$ cat src/rtl/countdown_sequencer.sv
// Countdown sequencer: shows START_NUM..1 on the number sprite, then a GO phase,
// then pulses done back to the game-control FSM.
module countdown_sequencer #(
    parameter int unsigned TICKS_PER_DIGIT = 100_000_000,
    parameter int unsigned GO_TICKS        = 50_000_000,
    parameter int unsigned START_NUM       = 3
) (
    input  logic       clk,
    input  logic       rst_n,
    input  logic       start,
    input  logic       abort,
    input  logic       pause,
    output logic [1:0] num,
    output logic       show,
    output logic       go,
    output logic       busy,
    output logic       done
);

    localparam int unsigned MAX_TICKS = (TICKS_PER_DIGIT > GO_TICKS) ? TICKS_PER_DIGIT : GO_TICKS;
    localparam int unsigned CNT_W     = (MAX_TICKS > 1) ? $clog2(MAX_TICKS) : 1;
    localparam int unsigned NUM_W     = 2;

    localparam logic [CNT_W-1:0] DIGIT_LAST = CNT_W'(TICKS_PER_DIGIT - 1);
    localparam logic [CNT_W-1:0] GO_LAST    = CNT_W'(GO_TICKS - 1);
    localparam logic [NUM_W-1:0] FIRST_NUM  = NUM_W'(START_NUM);

    typedef enum logic [1:0] {
        ST_IDLE  = 2'd0,
        ST_COUNT = 2'd1,
        ST_GO    = 2'd2
    } state_e;

    state_e           state_q, state_d;
    logic [CNT_W-1:0] cnt_q,   cnt_d;
    logic [NUM_W-1:0] num_q,   num_d;
    logic             done_q,  done_d;
    logic             show_q,  show_d;
    logic             go_q,    go_d;
    logic             busy_q,  busy_d;

    // State, counter and registered outputs
    always_ff @(posedge clk or negedge rst_n) begin
        if (!rst_n) begin
            state_q <= ST_IDLE;
            cnt_q   <= '0;
            num_q   <= '0;
            done_q  <= 1'b0;
            show_q  <= 1'b0;
            go_q    <= 1'b0;
            busy_q  <= 1'b0;
        end else begin
            state_q <= state_d;
            cnt_q   <= cnt_d;
            num_q   <= num_d;
            done_q  <= done_d;
            show_q  <= show_d;
            go_q    <= go_d;
            busy_q  <= busy_d;
        end
    end

    // Next-state logic; abort wins over everything, pause freezes COUNT/GO
    always_comb begin
        state_d = state_q;
        cnt_d   = cnt_q;
        num_d   = num_q;
        done_d  = 1'b0;

        if (abort) begin
            state_d = ST_IDLE;
            cnt_d   = '0;
            num_d   = '0;
        end else begin
            unique case (state_q)
                ST_IDLE: begin
                    if (start) begin
                        state_d = ST_COUNT;
                        num_d   = FIRST_NUM;
                        cnt_d   = '0;
                    end
                end
                ST_COUNT: begin
                    if (!pause) begin
                        if (cnt_q == DIGIT_LAST) begin
                            cnt_d = '0;
                            if (num_q > NUM_W'(1)) begin
                                num_d = num_q - NUM_W'(1);
                            end else begin
                                state_d = ST_GO;
                                num_d   = '0;
                            end
                        end else begin
                            cnt_d = cnt_q + CNT_W'(1);
                        end
                    end
                end
                ST_GO: begin
                    if (!pause) begin
                        if (cnt_q == GO_LAST) begin
                            state_d = ST_IDLE;
                            cnt_d   = '0;
                            done_d  = 1'b1;
                        end else begin
                            cnt_d = cnt_q + CNT_W'(1);
                        end
                    end
                end
                default: begin
                    state_d = ST_IDLE;
                    cnt_d   = '0;
                    num_d   = '0;
                end
            endcase
        end
    end

    // Output flags decoded from the next state so they register alongside it
    always_comb begin
        show_d = (state_d == ST_COUNT);
        go_d   = (state_d == ST_GO);
        busy_d = (state_d != ST_IDLE);
    end

    assign num  = num_q;
    assign show = show_q;
    assign go   = go_q;
    assign busy = busy_q;
    assign done = done_q;

endmodule

$ cat config.mk
export PLATFORM = sky130hd
export DESIGN_NAME = countdown_sequencer
export DESIGN_NICKNAME = d
export VERILOG_FILES = /design/src/rtl/countdown_sequencer.sv
export SDC_FILE = /design/constraint.sdc
export NUM_CORES = 1
export LEC_CHECK = 0
export BUFFER_PORTS_ARGS = -buffer_cell sky130_fd_sc_hd__buf_2
export CORE_AREA = 5 5 57 79
export DETAILED_ROUTE_END_ITERATION = 10
export DIE_AREA = 0 0 62 84
export GPL_ROUTABILITY_DRIVEN = 1
export PLACE_DENSITY = 0.76
export SYNTH_ARGS = -nofsm -noshare
export SYNTH_HDL_FRONTEND = slang
export SYNTH_SLANG_ARGS = --single-unit
export TNS_END_PERCENT = 30
$ cat constraint.sdc
create_clock -name clk -period 5.5 [get_ports clk]
set_clock_uncertainty 0.15 [all_clocks]
set_input_delay 0.275 -clock clk [delete_from_list [all_inputs] [get_ports clk]]
set_output_delay 0.275 -clock clk [all_outputs]
set_load 0.005 [all_outputs]
==> run_results.csv <==
group,metric,value,unit
critical_path,cp_slowest_cell,"nor4_1",
placed_design,placed_cell_area,2170,sq um
timing,max_clock_freq,351,MHz
synth,syn_avg_cell_area,9.27,sq um
synth,synth_warnings,0,
cells_and_area,antennaDiodeCount,0,
placed_design,routabilityCongestion,0.859,
timing,hold_violations,0,
power,p_comb_share,8.2,%
clock_network,cts.clk_slew.worst_paths,70,ps
drt,wl_per_cell,16.0,um
timing,setup_viol,0,
global_route,antenna_found_initial,0,
global_route,overflow,0,
synth,synth_cell_types,57,
clock_network,cts-htree-levels,2,
critical_path,crit_fanout,13,
critical_path,r2r_setup_slack,2650,ps
critical_path,endpoint_kind,"flop",
global_route,grt_max_degree,36,
critical_path,path_depth,9,
synth,synth_area,2150,sq um
drt,drt_pass1_iterations,4,
cells_and_area,fin_nets,253,
cells_and_area,layout_common_cells,"dfrtp_1 (35), nor2_1 (32), nand2_1 (20)",
cells_and_area,fillers,347,
critical_path,crit_family,"simple AND/OR/NAND/NOR gates",
timing,timing.final.crit_share,51.7,%
critical_path,crit_chain,"inv_1 > ha_1 > o21ai_0 > a21oi_1 > buf_4 > nor4_1 > nand3_1 > xor2_1 > nor2_1",
clock_network,cts.path.max_buffers,2,
power,switching_share,22.4,%
run_status,status,"complete, no violations",
drt,drc,0,
floorplan,die_x,62,um
floorplan,dieArea,5210,sq um
clock_network,cts_inserted_buffers,5,
placed_design,port_buffers,10,
power,powerDensity,255,nW/um^2
synth,synth_edf_count,0,
cells_and_area,final_common_cell,"dfrtp_1",
timing,slew_violations,0,
timing,worstMarginPinSlew,877,ps
critical_path,worstPathBufferInverterCount,2,
power,p_clk_share,46.9,%
critical_path,start_kind,"flop",
timing,setup_tns,0,ps
power,p_sw,0.000132,W
power,finalPower,0.000590,W
worst_hold_path,hold_depth,2,
synth,synthArstFlopShare,100,%
power,peakVddDrop,0.220,mV
clock_network,cts_tree,"built",
synth,yosys_register_bits,35,
drt,viasPerCell,6.17,
drt,wl_met1,1.89,mm
critical_path,cp.arrival,2870,ps
floorplan,die_h,84,um
power,p_seq_share,45.0,%
cells_and_area,stdcell_count,287,
clock_network,clock_sinks,35,
placed_design,hpwlAfterDp,3.33,mm
timing,max_slew_margin,41.0,%
synth,syn_nets,242,
floorplan,pin_count,11,
cells_and_area,syn2layout_area_growth,7.80,%
clock_network,ctsResizeCount,0,
floorplan,core,3780,sq um
global_route,first_global_vias,1708,
cells_and_area,design_area,2320,sq um
floorplan,fp-row-count,27,
critical_path,worstSetupPathType,"reg -> reg",
timing,timing.final.crit_period,2850,ps
clock_network,cts_root_buf,"clkbuf_8",
global_route,global_route.usage.total,19.5,%
power,p_int,0.000458,W
synth,yosysSeqAreaShare,40.7,%
critical_path,crit_required,5520,ps
drt,met2WireLength,2.40,mm
drt,route.vias.total,1772,
synth,synth_flop_cell,"dfrtp_1",
drt,antenna_left,0,
clock_network,worstSkewPairLatency,290,ps
placed_design,dp_cells,278,
floorplan,initial_core_util,56.8,%
drt,top_layer,"met4",
drt,met3_length,208,um
timing,rsz0062_at_grt,"false",
drt,drt_iter0_markers,78,
critical_path,cpPeakStageDelay,760,ps
flow_run,cap_violations,0,
cells_and_area,drive_gt1_share,15.2,%
worst_hold_path,hold_class,"in -> reg",
synth,synthCells,232,
drt,wirelength,4.58,mm
global_route,grt_first_pass_wirelength,7.76,mm
power,power.leakage,0.935,nW
critical_path,rr_worst_depth,9,
-- area by class of cell --
type / count / area, sq um / area share [%]
Tap cell: 43 / 53.8 / 2.32
Sequential cell: 35 / 876 / 37.8
Inverter: 7 / 26.3 / 1.13
Clock inverter: 3 / 67.6 / 2.91
Clock buffer: 5 / 68.8 / 2.97
Timing Repair Buffer: 12 / 67.6 / 2.91
Multi-Input combinational cell: 182 / 1160 / 50.0
-- state kept, by name, indices dropped and copies added (netlist names) --
name and flops:
num 2, busy 1, show 1, state_q 2, go 1, done 1
cnt_q 27
-- worst paths after layout --
| path | startpoint | end |
|---|---|---|
| min in group asynchronous | rst_n | cnt_q[26] |
| worst min register to register | cnt_q[1] | cnt_q[1] |
| worst min-delay path | abort | num[0] |
| worst max register to register | state_q[1] | cnt_q[14] |
| max in group asynchronous | rst_n | cnt_q[8] |
| worst max-delay path | state_q[1] | cnt_q[14] |
-- repair_timing --
item | 4_1_cts | 5_1_grt
endpoints found under the hold margin | 35 | 0
endpoints found under the setup margin | 0 | 0
hold buffers | 1 | 0
setup buffers | 0 | 0
-- routing by layer --
layer  vias up  track usage, %
met4         0            7.53
met5         -               0
li1        863               -
met1       850            23.6
met3         8            3.87
met2        51            32.4
-- through the flow --
stage / setup slack, ps / hold slack (ps) / utilization, %
after floorplan: 3160 / -171 / -
after global placement: 2740 / 244 / 57.4
after detailed placement: 2690 / 248 / 57.4
after CTS: 2660 / 116 / 61.3
after global routing: 2420 / 122 / 61.3
final: 2650 / 116 / 61.3
-- cells by family after synthesis --
kind of cell | after synthesis | share of synthesized area [%]
AND/OR/NAND/NOR | 118 | 30.0
AO/OA/AOI/OAI | 43 | 14.3
flip-flops | 35 | 40.7
buffers and inverters | 15 | 5.41
XOR/XNOR | 14 | 5.70
adder cells (fa/ha/maj) | 5 | 2.91
multiplexers | 2 | 0.989
-- worst reg2reg max path, cell delays in order, from the launching register on --
cell and delay [ps]:
dfrtp_1 380, inv_1 110, ha_1 340, o21ai_0 260
a21oi_1 120, buf_4 190, nor4_1 770, nand3_1 180
xor2_1 170, nor2_1 50
-- power by group through the flow --
stage	combinational, W	clock [W]	sequential [W]
after floorplan	0.0000363	0	0.000270
after CTS	0.0000489	0.000280	0.000265
after detailed placement	0.0000482	0	0.000270
after global placement	0.0000470	0	0.000270
final	0.0000481	0.000277	0.000265
after global routing	0.0000543	0.000292	0.000266
-- synth_stat cells, types with 2 or more instances --
cell      number  area (sq um)
a21oi_1        9          45.0
nor4_1         5          31.3
nand2_1       20          75.1
nand3b_1       2          15.0
o21ai_0       11          55.1
a311oi_1       2          17.5
nand3_1       12          60.1
nor2_1        32           120
buf_6          3          33.8
ha_1           5          62.6
xnor2_1        8          70.1
and4_1         3          26.3
and2b_2        2          17.5
or3_1          3          18.8
nor3_1         9          45.0
a31oi_1        2          12.5
buf_4          2          15.0
a22o_1         5          43.8
nor2b_1        4          25.0
inv_1          7          26.3
nand4_1       10          62.6
and3_2         2          15.0
dfrtp_1       35           876
xor2_1         6          52.6
Note: power is estimated with default switching activity, not from simulation.
